## src/rtl/masked_sbox_pkg.sv

```systemverilog
// rtl/masked_sbox_pkg.sv - shared types, constants and GF(2^8) helpers for the masked inverse S-box
package masked_sbox_pkg;

  typedef enum logic [1:0] {
    S_IDLE = 2'd0,
    S_BUSY = 2'd1,
    S_DONE = 2'd2
  } state_t;

  localparam int LATENCY_MIN = 1;
  localparam int LATENCY_MAX = 4;
  localparam int CNT_W       = 3;

  // Row i (bits [8i+7:8i]) selects the input bits XORed into output bit i.
  localparam logic [63:0] INV_AFFINE_M = 64'h5229_944A_2592_49A4;
  localparam logic [7:0]  SHARE_CONST  = 8'h05;

  function automatic logic [7:0] inv_affine_lin(input logic [7:0] x);
    logic [7:0] y;
    y = '0;
    for (int i = 0; i < 8; i++) begin
      y[i] = ^(x & INV_AFFINE_M[i*8 +: 8]);
    end
    return y;
  endfunction

  // Multiplication modulo x^8 + x^4 + x^3 + x + 1.
  function automatic logic [7:0] gf_mul(input logic [7:0] a, input logic [7:0] b);
    logic [7:0] p;
    logic [7:0] t;
    p = '0;
    t = a;
    for (int i = 0; i < 8; i++) begin
      if (b[i]) p = p ^ t;
      t = {t[6:0], 1'b0} ^ (t[7] ? 8'h1B : 8'h00);
    end
    return p;
  endfunction

  function automatic logic [7:0] gf_pow2k(input logic [7:0] x, input int k);
    logic [7:0] y;
    y = x;
    for (int i = 0; i < k; i++) begin
      y = gf_mul(y, y);
    end
    return y;
  endfunction

endpackage

```

## src/rtl/masked_gf256_inv_d1.sv

```systemverilog
// rtl/masked_gf256_inv_d1.sv - two-share GF(2^8) inversion (x^254) with LATENCY output register stages
module masked_gf256_inv_d1
  import masked_sbox_pkg::*;
#(
  parameter int LATENCY = 2,
  parameter int FRESH_W = 8
) (
  input  logic               clk,
  input  logic               rst_n,
  input  logic               en,
  input  logic [7:0]         a_s0,
  input  logic [7:0]         a_s1,
  input  logic [FRESH_W-1:0] fresh,
  output logic [7:0]         z_s0,
  output logic [7:0]         z_s1
);

  logic [7:0] r_byte;
  logic [7:0] r1, r2, r3, r4, r5;
  logic [7:0] x2_s0, x2_s1, x2r_s0, x2r_s1;
  logic [7:0] x3_s0, x3_s1, x12_s0, x12_s1;
  logic [7:0] x15_s0, x15_s1, x240_s0, x240_s1;
  logic [7:0] x252_s0, x252_s1, x254_s0, x254_s1;
  logic [7:0] stg_s0 [LATENCY];
  logic [7:0] stg_s1 [LATENCY];

  always_comb begin
    r_byte = '0;
    for (int i = 0; i < 8; i++) begin
      r_byte[i] = fresh[i % FRESH_W];
    end
  end

  assign r1 = r_byte;
  assign r2 = {r_byte[6:0], r_byte[7]};
  assign r3 = {r_byte[4:0], r_byte[7:5]};
  assign r4 = {r_byte[2:0], r_byte[7:3]};
  assign r5 = {r_byte[0], r_byte[7:1]};

  // Two-share ISW product: each cross term is masked by r before it meets a share.
  function automatic logic [15:0] sec_mul(input logic [7:0] p0, input logic [7:0] p1,
                                          input logic [7:0] q0, input logic [7:0] q1,
                                          input logic [7:0] r);
    logic [7:0] m0, m1;
    m0 = gf_mul(p0, q0) ^ (gf_mul(p0, q1) ^ r);
    m1 = gf_mul(p1, q1) ^ (gf_mul(p1, q0) ^ r);
    return {m0, m1};
  endfunction

  // Squaring is linear, so it runs share-wise; x^2 is refreshed before it multiplies x.
  assign x2_s0  = gf_pow2k(a_s0, 1);
  assign x2_s1  = gf_pow2k(a_s1, 1);
  assign x2r_s0 = x2_s0 ^ r5;
  assign x2r_s1 = x2_s1 ^ r5;
  assign {x3_s0, x3_s1}     = sec_mul(x2r_s0, x2r_s1, a_s0, a_s1, r1);
  assign x12_s0 = gf_pow2k(x3_s0, 2);
  assign x12_s1 = gf_pow2k(x3_s1, 2);
  assign {x15_s0, x15_s1}   = sec_mul(x12_s0, x12_s1, x3_s0, x3_s1, r2);
  assign x240_s0 = gf_pow2k(x15_s0, 4);
  assign x240_s1 = gf_pow2k(x15_s1, 4);
  assign {x252_s0, x252_s1} = sec_mul(x240_s0, x240_s1, x12_s0, x12_s1, r3);
  assign {x254_s0, x254_s1} = sec_mul(x252_s0, x252_s1, x2_s0, x2_s1, r4);

  always_ff @(posedge clk or negedge rst_n) begin
    if (!rst_n) begin
      for (int i = 0; i < LATENCY; i++) begin
        stg_s0[i] <= '0;
        stg_s1[i] <= '0;
      end
    end else if (en) begin
      stg_s0[0] <= x254_s0;
      stg_s1[0] <= x254_s1;
      for (int i = 1; i < LATENCY; i++) begin
        stg_s0[i] <= stg_s0[i-1];
        stg_s1[i] <= stg_s1[i-1];
      end
    end
  end

  assign z_s0 = stg_s0[LATENCY-1];
  assign z_s1 = stg_s1[LATENCY-1];

endmodule

```

## src/rtl/masked_inv_sbox_d1.sv

```systemverilog
// rtl/masked_inv_sbox_d1.sv - first-order masked AES inverse S-box with request/result handshake
// Macro CLOCK_GATING_EN: core and output registers run on a latch-based gated clock.
module masked_inv_sbox_d1
  import masked_sbox_pkg::*;
#(
  parameter int LATENCY = 2,
  parameter int FRESH_W = 8
) (
  input  logic               clk,
  input  logic               rst,
  input  logic [7:0]         X_s0,
  input  logic [7:0]         X_s1,
  input  logic [FRESH_W-1:0] Fresh,
  input  logic               in_valid,
  output logic               in_ready,
  output logic [7:0]         Y_s0,
  output logic [7:0]         Y_s1,
  output logic               Synch,
  input  logic               out_ready
);

  if (LATENCY < LATENCY_MIN || LATENCY > LATENCY_MAX) begin : g_latency_check
    $error("masked_inv_sbox_d1: LATENCY out of range");
  end

  state_t             state_q, state_d;
  logic [CNT_W-1:0]   cnt_q;
  logic [7:0]         x0_q, x1_q;
  logic [FRESH_W-1:0] fresh_q;
  logic [7:0]         a_s0, a_s1, z_s0, z_s1;
  logic               busy, accept, load_y;
  logic               core_clk, core_en;

  assign busy     = (state_q == S_BUSY);
  assign accept   = (state_q == S_IDLE) && in_valid;
  assign load_y   = busy && (cnt_q == '0);
  assign in_ready = (state_q == S_IDLE);
  assign Synch    = (state_q == S_DONE);

  always_comb begin
    state_d = state_q;
    case (state_q)
      S_IDLE:  if (in_valid)      state_d = S_BUSY;
      S_BUSY:  if (cnt_q == '0)   state_d = S_DONE;
      S_DONE:  if (out_ready)     state_d = S_IDLE;
      default:                    state_d = S_IDLE;
    endcase
  end

  always_ff @(posedge clk or negedge rst) begin
    if (!rst) begin
      state_q <= S_IDLE;
      cnt_q   <= '0;
      x0_q    <= '0;
      x1_q    <= '0;
      fresh_q <= '0;
    end else begin
      state_q <= state_d;
      if (accept) begin
        x0_q    <= X_s0;
        x1_q    <= X_s1;
        fresh_q <= Fresh;
        cnt_q   <= CNT_W'(LATENCY);
      end else if (busy && cnt_q != '0) begin
        cnt_q <= cnt_q - 1'b1;
      end
    end
  end

  // Inverse affine map is linear, so each share is mapped on its own; the constant goes to share 0.
  assign a_s0 = inv_affine_lin(x0_q) ^ SHARE_CONST;
  assign a_s1 = inv_affine_lin(x1_q);

`ifdef CLOCK_GATING_EN
  logic icg_en_l;
  always_latch begin
    if (!clk) icg_en_l <= busy;
  end
  assign core_clk = clk & icg_en_l;
  assign core_en  = 1'b1;
`else
  assign core_clk = clk;
  assign core_en  = busy;
`endif

  masked_gf256_inv_d1 #(
    .LATENCY (LATENCY),
    .FRESH_W (FRESH_W)
  ) u_core (
    .clk   (core_clk),
    .rst_n (rst),
    .en    (core_en),
    .a_s0  (a_s0),
    .a_s1  (a_s1),
    .fresh (fresh_q),
    .z_s0  (z_s0),
    .z_s1  (z_s1)
  );

  always_ff @(posedge core_clk or negedge rst) begin
    if (!rst) begin
      Y_s0 <= '0;
      Y_s1 <= '0;
    end else if (load_y) begin
      Y_s0 <= z_s0;
      Y_s1 <= z_s1;
    end
  end

endmodule
```

## config.mk

```make
export PLATFORM = sky130hd
export DESIGN_NAME = masked_inv_sbox_d1
export DESIGN_NICKNAME = d
export VERILOG_FILES = /design/src/rtl/masked_sbox_pkg.sv /design/src/rtl/masked_gf256_inv_d1.sv /design/src/rtl/masked_inv_sbox_d1.sv
export SDC_FILE = /design/constraint.sdc
export NUM_CORES = 2
export LEC_CHECK = 0
export CORE_ASPECT_RATIO = 0.5
export CORE_UTILIZATION = 49
export DETAILED_ROUTE_END_ITERATION = 8
export GPL_TIMING_DRIVEN = 0
export PLACE_DENSITY = 0.64
export SLEW_MARGIN = 20
export SYNTH_ARGS = -nofsm -noshare
export SYNTH_HDL_FRONTEND = slang
export SYNTH_HIERARCHICAL = 1
export SYNTH_SLANG_ARGS = --single-unit
```

## constraint.sdc

```tcl
create_clock -name clk -period 18.9 [get_ports clk]
set_input_delay 5.67 -clock clk [delete_from_list [all_inputs] [get_ports clk]]
set_output_delay 5.67 -clock clk [all_outputs]
set_load 0.05 [all_outputs]
```

==> metrics.yaml <==
cp_max_fo: 14
yosys_warnings: 6
start_kind: "flip-flop"
numCtsBuffers: 9
cts_buffer_depth: 2
async_flop_share_pct: 100.0
r2r-end: "u_core/stg_s1[12]"
layout-drive-gt1-share_pct: 19.15
crit_type: "reg -> reg"
gr-usage-all-layers_pct: 28.02
fin_setup_tns_ns: 0
path_delay_family: "XOR/XNOR gates"
crit_path_end_kind: "flip-flop"
num_antenna_cells: 0
vias_per_cell: 5.917
cts.htree.levels: 3
crit_buf_inv: 10
via_count: 24614
worst_clock_skew_ns: 0.01232
clk_pin_slew_ns: 0.07
final-hold-violation-count: 0
slew_viol_final: 0
critical_path.startpoint: "x1_q[7]"
worst_slew_pin_slew_ns: 1.297
clock_latency_ns: 0.34
synth.area.top_cells: "xnor2_1 (22%), xnor3_1 (12%), dfrtp_1 (7.2%), xor2_1 (6.1%), nor2_1 (5.6%)"
wire_per_inst_um: 19.64
syn_area_mm2: 0.02689
synth.avg_cell_area_um2: 8.172
grt_pass1_wl_um: 127700
start_util_pct: 49.82
ys_ff_latch: 77
post-route-min-period_ns: 18.29
hpwl_um: 61210
synth_top_cell_by_area: "xnor2_1"
fmax_mhz: 54.69
final_common_cell: "xnor2_1"
period_share_pct: 96.75
arrival_ns: 18.51
drt_iter0_drc: 2463
drt_wl_total_um: 81710
final_cell_mix: "xnor2_1 (585), nor2_1 (401), nand2_1 (291), xor2_1 (155), buf_4 (148)"
min_path_type: "reg -> reg"
drtPass1Iterations: 6
cts_tree: "built"
rrSetupSlack_ns: 0.61
ys_types: 118
io_buffer_count: 45
fin_util_pct: 58.11
setup_slack_ns: 0.6142
finalSetupViolations: 0
area_delta_synth_final_pct: 16.62
place_congestion: 0.9424
synth_top_area_share_pct: 22.24
status: "completed"
syn_nets: 3335
required_ns: 19.12
crit_slowest_cell: "xnor3_2"
reg2regPathDepth: 65
clockRootBuffer: "clkbuf_16"
final_nets: 3486
placed_cells: 4050
grt_pass1_vias: 22675
synth-seq-area-share_pct: 7.165
die_h_um: 167.7
dp_slack_ns: -4.116
clkSinkCount: 77
io_pins: 46
relSlewSlack_pct: 13.53
grt-ovfl-total: 0
ys.flop_type: "dfrtp_1"
max_cap_viol_count: 0
dieArea_mm2: 0.05588
cp.depth: 65
fin_cells: 4160
core_area_mm2: 0.05398
synth_edf_count: 0
ant_nets: 0
antenna_found_initial: 0
drc: 0
row_count: 60
cp_slowest_stage_delay_ns: 0.61
grt_start_max_net_pins: 56
syn-instance-count: 3291
rr_startpoint: "x1_q[7]"
die_w_um: 333.3
cp-endpoint: "u_core/stg_s1[12]"
-- what timing repair did --
item | 4_1_cts | 5_1_grt
resized for setup | 174 | 156
endpoints found under the hold margin | 0 | 0
endpoints found under the setup margin | 16 | 16
pin swaps | 35 | 41
hold buffers | 0 | 0
setup buffers | 50 | 50
-- through the flow --
step,area [µm²],hold WS (ns)
6_report,31360,0.4962
5_1_grt,31360,0.5122
4_1_cts,30110,0.4948
3_5_place_dp,28270,0.4792
3_3_place_gp,28240,0.4720
2_1_floorplan,26890,0.4589
-- cells in the mapped netlist, types with 16 or more instances --
cell	number
a22oi_1	16
nand4_1	17
xor2_1	188
buf_1	18
nor3_1	81
nand2b_1	38
nor2_1	403
a21oi_1	110
and2_1	31
inv_1	42
buf_2	65
mux2_2	90
o211ai_1	44
o21ai_0	75
and3_1	25
nand3_1	78
xnor2_2	28
ha_1	16
xnor3_1	144
o22ai_1	25
nand2_1	291
dfrtp_1	77
or3_1	23
xor3_1	21
mux2i_1	87
nor2b_1	27
a31oi_1	21
a211oi_1	47
xnor2_1	683
buf_4	41
clkbuf_1	91
-- worst min-delay path by stage --
stage	slack, ns	from	to	cells after the start
6_report	0.50	cnt_q[1]	cnt_q[1]	1
5_1_grt	0.51	cnt_q[1]	cnt_q[1]	1
4_1_cts	0.49	cnt_q[1]	cnt_q[1]	1
3_5_place_dp	0.48	cnt_q[1]	cnt_q[1]	1
3_3_place_gp	0.47	cnt_q[1]	cnt_q[1]	1
2_1_floorplan	0.46	cnt_q[1]	cnt_q[1]	1
-- flip-flops by register name, summed over array words and instances, names as in the netlist --
register	flops
fresh_q	8
u_core/z_s1	8
x1_q	8
u_core/stg_s1	8
Y_s1	8
state_q	2
Y_s0	8
cnt_q	3
u_core/stg_s0	8
u_core/z_s0	8
x0_q	8
-- cell families (layout without fill, tap and decap cells) --
| group | after synthesis | in the layout | share of synthesized area [%] |
|---|---|---|---|
| AND/OR/NAND/NOR | 1096 | 1096 | 18.80 |
| buffers and inverters | 271 | 427 | 4.894 |
| XOR/XNOR | 1097 | 1097 | 46.58 |
| adder cells (fa/ha/maj) | 16 | 16 | 0.7444 |
| flip-flops | 77 | 77 | 7.165 |
| multiplexers | 179 | 179 | 7.114 |
| AO/OA/AOI/OAI | 555 | 555 | 14.70 |
-- worst register-to-register path, delay by kind of cell, from the launching register on --
| kind | cells | cell delay [ns] |
|---|---|---|
| adder cells (fa/ha/maj) | 3 | 1.03 |
| AND/OR/NAND/NOR | 12 | 2.59 |
| flip-flops | 1 | 0.44 |
| XOR/XNOR | 29 | 9.58 |
| multiplexers | 3 | 0.59 |
| AO/OA/AOI/OAI | 8 | 1.82 |
| buffers and inverters | 10 | 2.11 |
-- layout make-up --
type / instances / area [µm²]
plain buffers: 217 / 1206
fillers: 4785 / 22610
flip-flops and latches: 77 / 1927
repair buffers: 146 / 1264
inverters: 48 / 180.2
well taps: 713 / 892.1
clock buffers: 9 / 225.2
clock inverters: 7 / 111.4
multi-input cells: 2943 / 25560
-- routing by layer --
layer	wire [µm]	track usage [%]	part of all wire (%)	vias up
li1	-	-	-	11666
met1	38420	42.04	47	11901
met2	36400	44.58	45	954
met3	5835	2.281	7.1	93
met4	1057	3.767	1.3	0
met5	0	0	0	-
Power is left out: the tool's default activity adds up to more than one toggle a clock period on the data nets, which glitch-free logic cannot reach.
